<file path="src/rtl/mips_pkg.sv">
// rtl/mips_pkg.sv - shared types and helpers for the tiny MIPS test system
package mips_pkg;

    typedef enum logic [2:0] {
        ST_IDLE,
        ST_LOAD,
        ST_HOLD,
        ST_RUN,
        ST_DONE,
        ST_TIMEOUT
    } run_state_t;

    localparam logic [7:0] HALT_ADR_DEFAULT = 8'hFF;

    // Wide enough to hold MAX_CYCLES itself, the value left after a full-length run.
    function automatic int cycles_width(input int max_cycles);
        return $clog2(max_cycles) + 1;
    endfunction

endpackage

</file>
<file path="src/rtl/mips_run_ctrl_if.sv">
// rtl/mips_run_ctrl_if.sv - host byte stream, core bus and RAM port of the run controller
interface mips_run_ctrl_if #(
    parameter int WIDTH         = 8,
    parameter int RAM_ADDR_BITS = 8
);
    logic                     in_valid;
    logic [WIDTH-1:0]         in_data;
    logic                     in_last;
    logic                     in_ready;

    logic                     cpu_memwrite;
    logic [RAM_ADDR_BITS-1:0] cpu_adr;
    logic [WIDTH-1:0]         cpu_writedata;

    logic                     mem_memwrite;
    logic [RAM_ADDR_BITS-1:0] mem_adr;
    logic [WIDTH-1:0]         mem_writedata;

    modport slave (
        input  in_valid, in_data, in_last, cpu_memwrite, cpu_adr, cpu_writedata,
        output in_ready, mem_memwrite, mem_adr, mem_writedata
    );

    modport master (
        output in_valid, in_data, in_last, cpu_memwrite, cpu_adr, cpu_writedata,
        input  in_ready, mem_memwrite, mem_adr, mem_writedata
    );
endinterface

</file>
<file path="src/rtl/run_watchdog.sv">
// rtl/run_watchdog.sv - clearable RUN-cycle counter with terminal-count flag
module run_watchdog
    import mips_pkg::*;
#(
    parameter int MAX_CYCLES = 1024
) (
    input  logic                                 clk,
    input  logic                                 reset,
    input  logic                                 clr,
    input  logic                                 en,
    output logic [cycles_width(MAX_CYCLES)-1:0]  count,
    output logic                                 tc
);
    localparam int CW = cycles_width(MAX_CYCLES);

    always_ff @(posedge clk) begin
        if (reset || clr) begin
            count <= '0;
        end else if (en) begin
            count <= count + 1'b1;
        end
    end

    assign tc = (count == CW'(MAX_CYCLES - 1));
endmodule

</file>
<file path="src/rtl/mips_run_ctrl.sv">
// rtl/mips_run_ctrl.sv - loads a program image into RAM, runs the core, detects halt/timeout
module mips_run_ctrl
    import mips_pkg::*;
#(
    parameter int                       WIDTH         = 8,
    parameter int                       RAM_ADDR_BITS = 8,
    parameter logic [RAM_ADDR_BITS-1:0] HALT_ADR      = RAM_ADDR_BITS'(HALT_ADR_DEFAULT),
    parameter int                       HOLD_CYCLES   = 2,
    parameter int                       MAX_CYCLES    = 1024
) (
    input  logic                                clk,
    input  logic                                reset,
    input  logic                                load_start,
    input  logic                                run_start,
    mips_run_ctrl_if.slave                      bus,
    output logic                                cpu_reset,
    output logic [RAM_ADDR_BITS:0]              load_count,
    output logic [WIDTH-1:0]                    result,
    output logic [cycles_width(MAX_CYCLES)-1:0] cycles,
    output logic                                done,
    output logic                                timeout
);
    localparam int HOLD_W = $clog2(HOLD_CYCLES + 1);

    run_state_t               state;
    logic [RAM_ADDR_BITS-1:0] load_adr;
    logic [HOLD_W-1:0]        hold_cnt;
    logic                     wd_tc;
    logic                     halt_hit;

    run_watchdog #(
        .MAX_CYCLES(MAX_CYCLES)
    ) u_watchdog (
        .clk  (clk),
        .reset(reset),
        .clr  (state == ST_HOLD),
        .en   (state == ST_RUN),
        .count(cycles),
        .tc   (wd_tc)
    );

    assign halt_hit = bus.cpu_memwrite && (bus.cpu_adr == HALT_ADR);

    always_ff @(posedge clk) begin
        if (reset) begin
            state      <= ST_IDLE;
            load_adr   <= '0;
            load_count <= '0;
            hold_cnt   <= '0;
            result     <= '0;
            done       <= 1'b0;
            timeout    <= 1'b0;
        end else begin
            case (state)
                ST_IDLE, ST_DONE, ST_TIMEOUT: begin
                    if (load_start || run_start) begin
                        done    <= 1'b0;
                        timeout <= 1'b0;
                        result  <= '0;
                    end
                    if (load_start) begin
                        state      <= ST_LOAD;
                        load_adr   <= '0;
                        load_count <= '0;
                    end else if (run_start) begin
                        state    <= ST_HOLD;
                        hold_cnt <= '0;
                    end
                end
                ST_LOAD: begin
                    if (bus.in_valid) begin
                        load_adr   <= load_adr + 1'b1;
                        load_count <= load_count + 1'b1;
                        // Writing the top address fills the RAM; the stream closes either way.
                        if (bus.in_last || (load_adr == '1)) begin
                            state    <= ST_HOLD;
                            hold_cnt <= '0;
                        end
                    end
                end
                ST_HOLD: begin
                    if (hold_cnt == HOLD_W'(HOLD_CYCLES - 1)) begin
                        state <= ST_RUN;
                    end else begin
                        hold_cnt <= hold_cnt + 1'b1;
                    end
                end
                ST_RUN: begin
                    if (halt_hit) begin
                        result <= bus.cpu_writedata;
                        done   <= 1'b1;
                        state  <= ST_DONE;
                    end else if (wd_tc) begin
                        timeout <= 1'b1;
                        state   <= ST_TIMEOUT;
                    end
                end
                default: state <= ST_IDLE;
            endcase
        end
    end

    assign cpu_reset    = (state != ST_RUN);
    assign bus.in_ready = (state == ST_LOAD);

    // RAM samples on the falling edge, so this mux only depends on the registered state.
    always_comb begin
        bus.mem_memwrite  = 1'b0;
        bus.mem_adr       = '0;
        bus.mem_writedata = '0;
        case (state)
            ST_RUN: begin
                bus.mem_memwrite  = bus.cpu_memwrite;
                bus.mem_adr       = bus.cpu_adr;
                bus.mem_writedata = bus.cpu_writedata;
            end
            ST_LOAD: begin
                bus.mem_memwrite  = bus.in_valid;
                bus.mem_adr       = load_adr;
                bus.mem_writedata = bus.in_data;
            end
            default: ;
        endcase
    end
endmodule

</file>
<file path="src/flat_wrapper.sv">
// flat-port wrapper written by rule: the top's interface ports become plain ports
module mips_run_ctrl_flat import mips_pkg::*;
#(
    parameter int                       WIDTH         = 8,
    parameter int                       RAM_ADDR_BITS = 8,
    parameter logic [RAM_ADDR_BITS-1:0] HALT_ADR      = RAM_ADDR_BITS'(HALT_ADR_DEFAULT),
    parameter int                       HOLD_CYCLES   = 2,
    parameter int                       MAX_CYCLES    = 1024
)
  (clk, reset, load_start, run_start, cpu_reset, load_count, result, cycles, done, timeout, bus_in_valid, bus_in_data, bus_in_last, bus_cpu_memwrite, bus_cpu_adr, bus_cpu_writedata, bus_in_ready, bus_mem_memwrite, bus_mem_adr, bus_mem_writedata);
  mips_run_ctrl_if #(.WIDTH(WIDTH), .RAM_ADDR_BITS(RAM_ADDR_BITS)) bus_i ();
  input  logic clk;
  input  logic reset;
  input  logic load_start;
  input  logic run_start;
  output logic cpu_reset;
  output logic [RAM_ADDR_BITS:0] load_count;
  output logic [WIDTH-1:0] result;
  output logic [cycles_width(MAX_CYCLES)-1:0] cycles;
  output logic done;
  output logic timeout;
  input wire logic [$bits(bus_i.in_valid)-1:0] bus_in_valid;
  input wire logic [$bits(bus_i.in_data)-1:0] bus_in_data;
  input wire logic [$bits(bus_i.in_last)-1:0] bus_in_last;
  input wire logic [$bits(bus_i.cpu_memwrite)-1:0] bus_cpu_memwrite;
  input wire logic [$bits(bus_i.cpu_adr)-1:0] bus_cpu_adr;
  input wire logic [$bits(bus_i.cpu_writedata)-1:0] bus_cpu_writedata;
  output wire logic [$bits(bus_i.in_ready)-1:0] bus_in_ready;
  output wire logic [$bits(bus_i.mem_memwrite)-1:0] bus_mem_memwrite;
  output wire logic [$bits(bus_i.mem_adr)-1:0] bus_mem_adr;
  output wire logic [$bits(bus_i.mem_writedata)-1:0] bus_mem_writedata;
  assign bus_i.in_valid = bus_in_valid;
  assign bus_i.in_data = bus_in_data;
  assign bus_i.in_last = bus_in_last;
  assign bus_i.cpu_memwrite = bus_cpu_memwrite;
  assign bus_i.cpu_adr = bus_cpu_adr;
  assign bus_i.cpu_writedata = bus_cpu_writedata;
  assign bus_in_ready = bus_i.in_ready;
  assign bus_mem_memwrite = bus_i.mem_memwrite;
  assign bus_mem_adr = bus_i.mem_adr;
  assign bus_mem_writedata = bus_i.mem_writedata;
  mips_run_ctrl #(.WIDTH(WIDTH), .RAM_ADDR_BITS(RAM_ADDR_BITS), .HALT_ADR(HALT_ADR), .HOLD_CYCLES(HOLD_CYCLES), .MAX_CYCLES(MAX_CYCLES)) u_core (.clk(clk), .reset(reset), .load_start(load_start), .run_start(run_start), .bus(bus_i), .cpu_reset(cpu_reset), .load_count(load_count), .result(result), .cycles(cycles), .done(done), .timeout(timeout));
endmodule
</file>
<file path="config.mk">
export PLATFORM = sky130hd
export DESIGN_NAME = mips_run_ctrl_flat
export DESIGN_NICKNAME = d
export VERILOG_FILES = /design/src/rtl/mips_pkg.sv /design/src/rtl/mips_run_ctrl_if.sv /design/src/rtl/run_watchdog.sv /design/src/rtl/mips_run_ctrl.sv /design/src/flat_wrapper.sv
export SDC_FILE = /design/constraint.sdc
export NUM_CORES = 1
export LEC_CHECK = 0
export CORE_UTILIZATION = 45
export CTS_CLUSTER_DIAMETER = 100
export DETAILED_ROUTE_END_ITERATION = 8
export GPL_TIMING_DRIVEN = 0
export PLACE_DENSITY_LB_ADDON = 0.2
export SYNTH_ARGS = -nofsm -noshare
export SYNTH_HDL_FRONTEND = slang
export SYNTH_HIERARCHICAL = 1
export SYNTH_SLANG_ARGS = --single-unit
</file>
<file path="constraint.sdc">
create_clock -name clk -period 2.7 [get_ports clk]
set_input_delay 0.27 -clock clk [delete_from_list [all_inputs] [get_ports clk]]
set_output_delay 0.27 -clock clk [all_outputs]
set_load 0.05 [all_outputs]
</file>
==> results.md, run 1 <==
Outcome:
- The flow ran to the end, and the final reports show no timing, DRC or antenna violations.

Critical path:
- The worst register-to-register path ends at u_core/u_watchdog/count[9]$_SDFFE_PP0P_.
- STA puts the critical path data required time at 2430 ps.
- In this run the worst setup path terminates at bus_mem_adr[4].
- Along the worst path, the maximum fanout reaches 10.
- The slowest stage of the critical path is the sky130_fd_sc_hd__dlygate4sd2_1 cell.
- Traced cell by cell, the critical path runs through nand3b_1 -> inv_1 -> clkbuf_2 -> a22o_1 -> dlygate4sd2_1.
- The delay of the slowest cell on the worst path is 530 ps.
- Tracing the worst setup path back leads to its startpoint at u_core/state[0]$_SDFFE_PP0P_.
- The startpoint kind of the worst setup timing path is a flip-flop.
- For the worst setup path, the data arrival time is 2190 ps.
- The slack of the worst reg-to-reg path is 380 ps.
- For the worst flop-to-flop path, the logic depth is 7.
- The worst setup path is captured at an output port.
- The startpoint of the worst-slack reg-to-reg timing path is u_core/state[0]$_SDFFE_PP0P_.
- The type of the setup path with the least slack is flip-flop to output port.

Logic synthesis:
- The portion of netlist area occupied by mux cells is 2.91%.
- The synthesized-area fraction occupied by xor and xnor cells is 5.87%.
- In this run the cell area of the synthesized design comes to 2240 µm².
- The synthesized netlist cell count is 243.
- The number of enable-type register cells in the synthesized netlist is 0.
- The number of different library cells used by synthesis comes to 52.
- By area, the combinational part of the netlist is dominated by simple AND/OR/NAND/NOR gates.
- The complex-gate fraction of the synthesized area is 20.6%.
- The number of nets handed over by synthesis was 278.
- The post-synthesis average cell area is 9.22 µm².
- The simple-gate share of the synthesized area is 26.3%.
- For this run, the register share of the synthesized area comes to 38.4%.
- Summing the areas of all fa, ha and maj instances in the mapped netlist gives 2.23% of the synthesized area.
- The most used flip-flop cell after synthesis is sky130_fd_sc_hd__dfxtp_1.
- During synthesis, Yosys emitted a total of 6 warnings.
- The post-synthesis register bit count is 43.
- Counting flops with an async set or reset pin after synthesis yields a share of 0%.

Placement:
- At the end of routability-driven placement, the weighted congestion stood at 0.837.
- The area after detailed placement is 3110 µm².
- Once detailed placement completed, the half-perimeter wirelength came to 4.23 mm.
- The number of port buffers is 79.

Drt:
- The vias after detailed routing is 2190.
- The first-iteration detailed-routing DRC count is 76.
- The wire length per cell is 14.3 µm.
- Using the TritonRoute via totals, the vias-per-cell ratio works out to 5.52.
- The post-route DRC violation count is 0.
- The final antenna-violating net count is 0.
- The first-pass iteration count of the detailed router is 4.
- The final wirelength is 5.67 mm.

Clocking:
- The clock tree from TritonCTS is yes.
- TritonCTS created 5 clock buffers.
- The longest clock path from root to sink contains 2 buffers.
- Clock-pin slew was measured on the worst setup and hold paths at 80 ps.
- The number of buffers inserted by hold repair at cts is 0.
- In this run the number of H-tree levels came out at 2.
- The number of sinks on the clock net is 43.
- For the worst-skew pair, the clock arrives at the later sink with an insertion delay of 300 ps.
- The count of buffers added by post-CTS timing repair for setup is 0.
- The cell sitting at the root of the clock tree is a sky130_fd_sc_hd__clkbuf_8.

Cells and area:
- Leaving out fill and tap cells, the most frequent cells in the layout are sky130_fd_sc_hd__clkdlybuf4s50_1, sky130_fd_sc_hd__dfxtp_1, sky130_fd_sc_hd__nor2_1.
- The count of nets after finishing is 364.
- The area growth from synthesis to layout is 43.8%.
- The number of antenna repair diodes is 0.
- The share of layout cells above drive strength 1 is 11.5%.
- The most common cell after layout, fill and taps aside is sky130_fd_sc_hd__clkdlybuf4s50_1.
- The cell area after layout is 3220 µm².

Run:
- The tool flagged a number of max-cap violations equal to 0.

STA:
- The worst path in the final design needs a cycle of 2460 ps, including I/O delays and setup.
- The share of the clock period used by the worst path is 91.1%.
- The maximum achievable frequency is 407 MHz.
- The number of hold violations in the final report came to 0.
- For the final database, setup skew stands at 6.91 ps.
- Setup violations remaining at the end of the flow were counted as 0.
- The worst pin sits at a relative slew slack of 60.4%.
- At the pin with the least slew margin, the transition time is 593 ps.
- The sum of negative setup slack is 0 ps.
- The total count of max-transition violations in the final report is 0.
- Setup repair after global routing left no endpoint under its margin.

Floorplanning:
- The count of boundary I/O pins is 80.
- The area of the core region is 4750 µm².
- The initial core utilization is 47.1%.
- The total die area is 5260 µm².
- In this run the vertical extent of the chip is 72.5 µm.
- The number of standard-cell rows in the floorplan is 25.
- The width of the chip is 72.5 µm.

Worst hold path:
- The path class of the lowest-slack min-delay path is flip-flop to flip-flop.
- The worst hold path passes through 2 cells.

Global route:
- Entering global routing, the biggest net connects 14 pins.
- The number of antenna violations at the first check in global routing came to 0.
- The via count of the first global-routing pass came to 1947.
- The global-route usage over all layers is 22.1%.
- The wire length of the first global-routing pass is 9.14 mm.
- The global route total overflow is 0.

Pwr:
- The static leakage is 1.20 nW.
- The peak ir drop on the vdd network is 0.460 mV.
- The power density over the cells is 631 nW/µm².
- The total power is 2.03 mW.
-- layout make-up --
type                    count  area, µm²
inverters                   8       30.0
fillers                   415       1530
multi-input cells         181       1300
clock buffers               6       82.6
repair buffers             79        776
plain buffers              11       56.3
well taps                  67       83.8
clock inverters             2       35.0
flip-flops and latches     43        861
-- power by group --
part / switching, mW / internal (mW)
registers: 0.0407 / 0.667
clock network: 0.222 / 0.299
logic: 0.529 / 0.274
-- state kept, by name, indices dropped and copies added (netlist names) --
| name | flops |
|---|---|
| u_core/state | 3 |
| u_core/u_watchdog/count | 11 |
| u_core/done | 1 |
| u_core/load_count | 9 |
| u_core/timeout | 1 |
| u_core/result | 8 |
| u_core/hold_cnt | 2 |
| u_core/load_adr | 8 |
-- kinds of logic after synthesis --
| family | Yosys count |
|---|---|
| compound gates | 62 |
| fa+ha+maj | 4 |
| xor+xnor | 15 |
| mux | 5 |
| simple gates | 95 |
| flops | 43 |
| buf+inv | 19 |
-- critical path, delay by kind of cell (launching register included) --
family | cells | cell delay (ps)
AND/OR/NAND/NOR | 1 | 240
flip-flops | 1 | 510
buffers and inverters | 3 | 950
AO/OA/AOI/OAI | 1 | 180
-- cells in the mapped netlist, types with 2 or more instances --
cell / instances / area share, %
sky130_fd_sc_hd__nor4_4: 3 / 2.8
sky130_fd_sc_hd__dfxtp_1: 43 / 38
sky130_fd_sc_hd__nand4_2: 2 / 1.1
sky130_fd_sc_hd__o21ai_0: 6 / 1.3
sky130_fd_sc_hd__buf_2: 2 / 0.45
sky130_fd_sc_hd__a22o_1: 24 / 9.4
sky130_fd_sc_hd__nand3_1: 13 / 2.9
sky130_fd_sc_hd__ha_1: 4 / 2.2
sky130_fd_sc_hd__nand2_1: 15 / 2.5
sky130_fd_sc_hd__nand2b_1: 2 / 0.56
sky130_fd_sc_hd__mux2_2: 2 / 1.0
sky130_fd_sc_hd__nor3b_1: 2 / 0.67
sky130_fd_sc_hd__xnor2_1: 13 / 5.1
sky130_fd_sc_hd__a21oi_1: 17 / 3.8
sky130_fd_sc_hd__nand4_1: 5 / 1.4
sky130_fd_sc_hd__or4_1: 3 / 1.0
sky130_fd_sc_hd__nor3_1: 6 / 1.3
sky130_fd_sc_hd__nor4_1: 3 / 0.84
sky130_fd_sc_hd__o31ai_1: 3 / 1.0
sky130_fd_sc_hd__nor2_1: 27 / 4.5
sky130_fd_sc_hd__mux2i_1: 2 / 0.89
sky130_fd_sc_hd__xor2_1: 2 / 0.78
sky130_fd_sc_hd__a211oi_1: 3 / 1.0
sky130_fd_sc_hd__nor3_2: 2 / 0.89
sky130_fd_sc_hd__inv_1: 7 / 1.2
sky130_fd_sc_hd__clkbuf_1: 6 / 1.0
-- per-layer routing --
layer  global-route usage [%]  vias up  part of all wire, %
met4                     6.32        0                  1.5
li1                         -     1073                    -
met1                     27.3     1050                   46
met2                     38.4       56                   48
met3                     5.14       11                  4.4
met5                        0        -                    0
-- worst min-delay path by stage --
stage / start / endpoint / slack (ps)
after floorplan: bus_cpu_writedata[0] / u_core/result[0]$_SDFFE_PP0P_ / 400
after global placement: u_core/hold_cnt[1]$_SDFFE_PP0P_ / u_core/hold_cnt[1]$_SDFFE_PP0P_ / 440
after detailed placement: u_core/hold_cnt[1]$_SDFFE_PP0P_ / u_core/hold_cnt[1]$_SDFFE_PP0P_ / 450
after CTS: u_core/hold_cnt[1]$_SDFFE_PP0P_ / u_core/hold_cnt[1]$_SDFFE_PP0P_ / 470
after global routing: u_core/result[6]$_SDFFE_PP0P_ / u_core/result[6]$_SDFFE_PP0P_ / 490
final: u_core/hold_cnt[1]$_SDFFE_PP0P_ / u_core/hold_cnt[1]$_SDFFE_PP0P_ / 470
-- stage by stage --
step	util (%)	hold slack (ps)	std cells	setup WS [ps]
2_1_floorplan	-	396	243	277
3_3_place_gp	65.5	442	389	125
3_5_place_dp	65.5	453	389	105
4_1_cts	67.6	467	397	5.47
5_1_grt	67.7	495	397	120
6_report	67.7	467	397	241
-- repair_timing --
| action | in CTS | in global routing |
|---|---|---|
| endpoints found under the hold margin | 0 | 0 |
| resized for setup | 17 | 6 |
| endpoints found under the setup margin | 17 | 12 |
(Power assumes the default switching activity.)
==> run 2: changes to the inputs <==
--- a/config.mk
+++ b/config.mk
@@ -5,11 +5,13 @@
 export SDC_FILE = /design/constraint.sdc
 export NUM_CORES = 1
 export LEC_CHECK = 0
-export CORE_UTILIZATION = 45
+export ABC_AREA = 0
+export CORE_UTILIZATION = 40
 export CTS_CLUSTER_DIAMETER = 100
 export DETAILED_ROUTE_END_ITERATION = 8
 export GPL_TIMING_DRIVEN = 0
 export PLACE_DENSITY_LB_ADDON = 0.2
+export RECOVER_POWER = 25
 export SYNTH_ARGS = -nofsm -noshare
 export SYNTH_HDL_FRONTEND = slang
 export SYNTH_HIERARCHICAL = 1
==> constraint.sdc (replaced) <==
create_clock -name clk -period 2.2 [get_ports clk]
set_input_delay 0.22 -clock clk [delete_from_list [all_inputs] [get_ports clk]]
set_output_delay 0.22 -clock clk [all_outputs]
set_load 0.05 [all_outputs]
==> results.md, run 2 (synthesized netlist as in run 1, its figures left out) <==
STA:
- The total count of max-transition violations in the final report is 0.
- The number of hold violations in the final report came to 0.
- The sum of negative setup slack is 0 ps.
- The share of the clock period used by the worst path is 95.9%.
- For the final database, setup skew stands at 6.90 ps.
- For the finished layout, the period the worst path requires is 2110 ps.
- For the pin with the worst max-slew slack, the measured transition is 578 ps.
- The maximum achievable frequency is 474 MHz.
- Setup repair after global routing left no endpoint under its margin.
- The count of final setup violators is 0.
- Headroom to the max-slew limit came out at 60.9%.
- Across all hold checks on the routed design, the worst slack comes to 472 ps.

Pwr:
- The share of total power dissipated in sequential elements is 35.0%.
- The logic gate share of total power is 40.4%.
- Summed over all cells, the static leakage comes to 1.15 nW.
- Internal power comes to 1.52 mW.
- The reported net switching power is 0.972 mW.
- The switching power as a share of total power is 39.0%.
- Across the VDD grid, the largest voltage drop is 0.427 mV.
- The power share of the clock group is 24.6%.
- Dividing total power by cell area gives a power density of 758 nW/µm².

Worst hold path:
- The worst hold path belongs to the class flip-flop to flip-flop.

Drt:
- In this run, the number of DRC markers left after iteration 0 of detailed routing was 66.
- The wire length per cell is 14.1 µm.
- The final antenna-violating net count is 0.
- The pre-antenna-repair detailed-routing pass consisted of 4 iterations.
- The average vias per placed instance is 5.42.
- The vias after detailed routing is 2175.
- The post-route DRC violation count is 0.
- The final wirelength is 5.66 mm.

Critical path:
- The type of the setup path with the least slack is flip-flop to output port.
- The data arrival time of the worst path is 1890 ps.
- The worst-path cell with the longest stage delay is sky130_fd_sc_hd__dlygate4sd2_1.
- Across all register-to-register paths, the minimum setup slack is 270 ps.
- The last element of the critical path is bus_in_ready.
- The startpoint kind of the worst setup timing path is a flip-flop.
- In this run the critical register-to-register path is launched from u_core/state[2]$_SDFFE_PP0P_.
- The reg-to-reg critical path endpoint is u_core/u_watchdog/count[9]$_SDFFE_PP0P_.
- The launching element of the worst setup path is u_core/state[0]$_SDFFE_PP0P_.
- The delay of the slowest cell on the worst path is 560 ps.
- The kind of cell with the highest combined delay on the critical path is buffers and inverters.
- STA classifies the critical path endpoint as an output port.
- Along the worst path, the maximum fanout reaches 10.
- The critical path goes through nor3b_4 -> clkbuf_2 -> dlygate4sd2_1.
- For the worst setup path, the data required time is 1980 ps.
- The total number of cells along the worst setup path is 3.
- The worst-case reg-to-reg path depth is 7.
- Counting both buffers and inverters, the worst setup path holds a total of 2.

Clocking:
- The H-tree generated during clock tree synthesis spans 2 levels.
- TritonCTS built the clock tree.
- The clock transition time at the flip-flop clock pins of the worst setup and hold paths is 90 ps.
- The number of CTS-inserted buffers is 5.
- The clock latency at the later pin of the worst-skew pair is 290 ps.
- The number of sinks on the clock net is 43.
- The maximum root-to-sink buffer count is 2.
- The root cell of the clock tree is sky130_fd_sc_hd__clkbuf_8.

Global route:
- The global route total overflow is 0.
- The first global-routing pass estimated 9.43 mm of wire.
- The via count of the first global-routing pass is 1943.
- The pin count of the biggest net entering global routing is 15.
- The global-route usage over all layers is 19.6%.
- The number of antenna violations at the first check in global routing is 0.

Cells and area:
- For this run, the post-layout net count is 365.
- In the final layout, the registers with the most flip-flops are u_core/u_watchdog/count: 11 flops, u_core/load_count: 9 flops.
- The most common cell after layout, fill and taps aside is sky130_fd_sc_hd__clkdlybuf4s50_1.
- Leaving out fill and tap cells, the most frequent cells in the layout are sky130_fd_sc_hd__clkdlybuf4s50_1, sky130_fd_sc_hd__dfxtp_1, sky130_fd_sc_hd__nor2_1.
- The register with the most flip-flops in the layout has 11 of them.
- The top register by number of flip-flops is u_core/u_watchdog/count.
- Relative to the synthesized area, the layout overhead comes to 46.8%.
- Of the cells placed in the final design, the portion with a size suffix greater than 1 is 17.5%.
- Once layout is done, the placed cells without fillers occupy 3290 µm².
- The repair_antennas step left the layout with diodes totalling 0.

Outcome:
- The flow ran to the end, and the final reports show no timing, DRC or antenna violations.

Floorplanning:
- The die is 76.8 µm tall.
- The die covers 5900 µm².
- During I/O placement, the number of pins put on the boundary was 80.
- The area of the core region is 5240 µm².
- The initialized floorplan defines 26 standard-cell rows.
- The width of the chip is 76.8 µm.
- For this configuration, the core starts out at a cell density of 42.8%.

Placement:
- Summed over all nets, the half-perimeter wirelength after detailed placement is 4.29 mm.
- The number of port buffers is 79.
- The area after detailed placement is 3160 µm².
- Routability-driven placement finished with a final weighted congestion of 0.757.

Run:
- The tool flagged a number of max-cap violations equal to 0.
-- run 2: cell count changes in the layout (fill, tap and decap cells not counted), sizes merged --
cell           delta
dlygate4sd3      +11
clkbuf            -1
buf               +1
clkinv            +1
dlygate4sd2      -15
clkdlybuf4s15    +14
clkdlybuf4s50    -11
dlymetal6s2s      -2
clkdlybuf4s18     +3
-- run 2: how the worst min path moves through the flow --
stage	start	to	slack, ps	depth (start not counted)
2_1_floorplan	bus_cpu_writedata[0]	u_core/result[0]$_SDFFE_PP0P_	350	1
3_3_place_gp	u_core/hold_cnt[1]$_SDFFE_PP0P_	u_core/hold_cnt[1]$_SDFFE_PP0P_	440	2
3_5_place_dp	u_core/hold_cnt[1]$_SDFFE_PP0P_	u_core/hold_cnt[1]$_SDFFE_PP0P_	450	2
4_1_cts	u_core/hold_cnt[1]$_SDFFE_PP0P_	u_core/hold_cnt[1]$_SDFFE_PP0P_	470	2
5_1_grt	u_core/result[6]$_SDFFE_PP0P_	u_core/result[6]$_SDFFE_PP0P_	500	1
6_report	u_core/hold_cnt[1]$_SDFFE_PP0P_	u_core/hold_cnt[1]$_SDFFE_PP0P_	470	2
-- run 2: per-stage QoR --
stage	worst slack, ps	power, mW	utilization, %	cells
2_1_floorplan	-50.2	1.59	-	243
3_3_place_gp	-227	1.90	60.3	392
3_5_place_dp	-269	1.92	60.3	392
4_1_cts	5.58	2.51	62.9	400
5_1_grt	10.8	2.61	62.8	401
6_report	89.2	2.49	62.8	401
-- run 2: layer usage --
metal	vias up	part of all wire, %	GRT usage, %	wire [µm]
met1	1047	46	25.4	2620
met2	44	50	33.1	2840
met4	0	0.23	4.81	13
li1	1082	-	-	-
met3	2	3.2	3.81	183
met5	-	0	0	0
-- run 2: repair_timing --
item,4_1_cts,5_1_grt
gates resized for setup,53,5
setup buffers,0,1
setup endpoints to repair,18,18
hold buffers,0,0
pin swaps,0,1
-- run 2: power by group through the flow --
stage / logic, mW / registers [mW] / clock network (mW)
after floorplan: 0.661 / 0.932 / 0
after global placement: 1.01 / 0.889 / 0
after detailed placement: 1.03 / 0.889 / 0
after CTS: 1.01 / 0.872 / 0.626
after global routing: 1.07 / 0.880 / 0.661
final: 1.01 / 0.873 / 0.613
-- run 2: area by class of cell --
cell class,instances,area [µm²]
tap,70,87.6
timing repair buffer,80,813
sequential,43,863
fill,437,1950
multi-input combinational,181,1310
clock inverter,3,43.8
buffer,11,71.3
inverter,8,30.0
clock buffer,5,68.8
-- run 2: tightest hold or removal path, stage by stage (launching register included) --
cell                      delay, ps
sky130_fd_sc_hd__dfxtp_1        320
sky130_fd_sc_hd__nand2_1         60
sky130_fd_sc_hd__a21oi_1         50
==> run 3: changes to the inputs <==
--- a/config.mk
+++ b/config.mk
@@ -6,7 +6,8 @@
 export NUM_CORES = 1
 export LEC_CHECK = 0
 export ABC_AREA = 0
-export CORE_UTILIZATION = 40
+export CORE_UTILIZATION = 42
+export CTS_BUF_LIST = sky130_fd_sc_hd__clkbuf_2
 export CTS_CLUSTER_DIAMETER = 100
 export DETAILED_ROUTE_END_ITERATION = 8
 export GPL_TIMING_DRIVEN = 0
==> results.md, run 3 (synthesized netlist as in run 1, its figures left out) <==
Outcome:
- The flow ran to the end, and the final reports show no timing, DRC or antenna violations.

STA:
- At the pin with the least slew margin, the transition time is 797 ps.
- Setup total negative slack on the finished layout was measured at 0 ps.
- The worst path needs 2070 ps of the cycle, external delays included.
- After layout, the worst setup slack is 125 ps.
- The total count of max-transition violations in the final report is 0.
- The number of hold violations in the final report is 0.
- Setup violations remaining at the end of the flow were counted as 0.
- The minimum hold slack is 415 ps.
- Setup repair after global routing left no endpoint under its margin.
- The maximum achievable frequency is 482 MHz.
- The relative slew slack is 46.4%.
- The final critical path takes up 94.3% of the cycle.
- On the final layout, the worst clock skew is 20.4 ps.

Global route:
- Global routing used 21.4% of the available tracks across all layers.
- The first global-routing pass estimated 9.04 mm of wire.
- The via count of the first global-routing pass was 1929.
- Global routing consumed, on the met1 layer, 25.5% of the routing resources.
- The global-route track usage on met3 is 5.89%.
- The pin count of the biggest net entering global routing is 13.
- For this run, global-route usage on met2 was measured as 36.5%.
- The layer flagged by global routing as most heavily used is met2.
- The number of antenna violations at the first check in global routing is 0.
- After global routing the overflow that remains totals 0.

Cells and area:
- In the layout the commonest cells are sky130_fd_sc_hd__clkdlybuf4s50_1, sky130_fd_sc_hd__dfxtp_1, sky130_fd_sc_hd__nor2_1.
- The share of layout cells above drive strength 1 is 16.4%.
- The repair_antennas step left the layout with diodes totalling 0.
- The register with the most flip-flops in the layout has 11 of them.
- The top register by number of flip-flops is u_core/u_watchdog/count.
- Once layout is complete, the utilization of the core stands at 60.1%.
- The most common cell after layout, fill and taps aside is sky130_fd_sc_hd__clkdlybuf4s50_1.
- The largest registers in the layout are u_core/u_watchdog/count: 11 flops, u_core/load_count: 9 flops.
- The area growth from synthesis to layout is 37.2%.
- The net count of the finished layout is 365.

Floorplanning:
- The initial core utilization is 43.9%.
- The die is 75.0 µm tall.
- After floorplanning, the core was divided into 26 placement rows.
- 80 I/O pins were placed.
- The die covers 5630 µm².
- The core region is 5110 µm².
- The width of the chip is 75.0 µm.

Clocking:
- The clock net in this run drives a total of 43 sinks.
- TritonCTS built the clock tree.
- The maximum root-to-sink buffer count is 2.
- Clock tree synthesis inserted a total of 5 buffers.
- The clock reaches the later pin of the worst-skew pair after 420 ps.
- The H-tree was split into 2 levels.
- The tree is rooted in a sky130_fd_sc_hd__clkbuf_2.
- The clock transition time at the flip-flop clock pins of the worst setup and hold paths is 220 ps.
- The number of buffers inserted by hold repair at cts is 0.

Drt:
- Wires add up to 5.87 mm.
- Across all layers, the routed design uses 2156 vias.
- The wire length per cell is 14.7 µm.
- The post-route DRC violation count is 0.
- The first-iteration detailed-routing DRC count is 70.
- The first-pass iteration count of the detailed router is 4.
- The final antenna-violating net count is 0.
- The average vias per placed instance is 5.39.

Critical path:
- The startpoint identified for the worst register-to-register timing path is u_core/state[2]$_SDFFE_PP0P_.
- The type of the setup path with the least slack is flip-flop to output port.
- On the critical path, the stage with the largest delay is an instance of sky130_fd_sc_hd__dfxtp_2.
- The startpoint kind of the worst setup timing path is a flip-flop.
- The slack of the worst reg-to-reg path is 180 ps.
- The library cell appearing most often on the critical path is sky130_fd_sc_hd__buf_2.
- The sort of element at the end of the critical path is an output port.
- For the worst setup path, the data arrival time is 1850 ps.
- The delay of the slowest cell on the worst path is 420 ps.
- The count of buffering cells on the critical path with inverters included is 3.
- The kind of cell with the highest combined delay on the critical path is buffers and inverters.
- Of all nets on the critical path, the largest fanout is 10.
- The signal on the critical path passes through nand3b_1 -> inv_2 -> buf_2 -> a22o_1 -> buf_2.
- The worst register-to-register path ends at u_core/load_count[8]$_SDFFE_PP0P_.
- The worst-case reg-to-reg path depth is 5.
- The endpoint required time on the critical path is 1980 ps.

Placement:
- At the end of routability-driven placement, the weighted congestion stood at 0.809.
- The number of port buffers is 79.
- The worst setup slack before clock tree synthesis is -212 ps.
- Detailed placement ended at an HPWL of 4.36 mm.

Worst hold path:
- The startpoint of the most critical hold path is bus_cpu_writedata[2].
- The destination of the worst hold path is u_core/result[2]$_SDFFE_PP0P_.
- The path class of the lowest-slack min-delay path is input pin to flip-flop.
- The worst hold path stage count is 2.

Pwr:
- Total power for the finished layout comes to 2.16 mW.
- Summed over all cells, the static leakage comes to 1.10 nW.
- The peak ir drop on the vdd network is 0.319 mV.
- For this design the ratio of total power to cell area is 703 nW/µm².

Run:
- The tool flagged a number of max-cap violations equal to 0.
run 3: worst max path at each step:
stage | startpoint | endpoint | slack [ps] | cells after the start
2_1_floorplan | u_core/state[2]$_SDFFE_PP0P_ | u_core/u_watchdog/count[9]$_SDFFE_PP0P_ | -50 | 7
3_3_place_gp | u_core/state[0]$_SDFFE_PP0P_ | bus_mem_adr[0] | -210 | 4
3_5_place_dp | u_core/state[0]$_SDFFE_PP0P_ | bus_mem_adr[0] | -210 | 4
4_1_cts | u_core/state[1]$_SDFFE_PP0P_ | bus_mem_adr[4] | 20 | 5
5_1_grt | bus_cpu_adr[7] | u_core/result[3]$_SDFFE_PP0P_ | 10 | 6
6_report | u_core/state[2]$_SDFFE_PP0P_ | bus_mem_adr[4] | 130 | 5
run 3: layout make-up:
class	instances	area (µm²)
clock inverters	2	8.76
fillers	460	2040
inverters	8	30.0
well taps	70	87.6
flip-flops and latches	43	867
repair buffers	80	724
plain buffers	11	73.8
multi-input cells	181	1250
clock buffers	5	25.0
run 3: timing repair:
action,in CTS,in global routing
endpoints found under the hold margin,0,0
pin swaps,0,0
buffers inserted,0,1
setup endpoints to repair,19,17
gates resized for setup,81,17
run 3: metal layers:
metal,wire length (µm),vias up
met5,0,-
met4,89,0
met3,378,9
met2,2840,73
met1,2560,1001
li1,-,1073
run 3: metrics by stage:
step,area (µm²),std cells
floorplan,2280,243
global placement,3160,392
detailed placement,3160,392
CTS,3170,399
global route,3070,400
finish,3070,400
run 3: power breakdown:
group	leakage, nW	internal [mW]	switching (mW)
registers	0.349	0.826	0.0520
logic	0.724	0.328	0.625
clock network	0.0262	0.0671	0.262
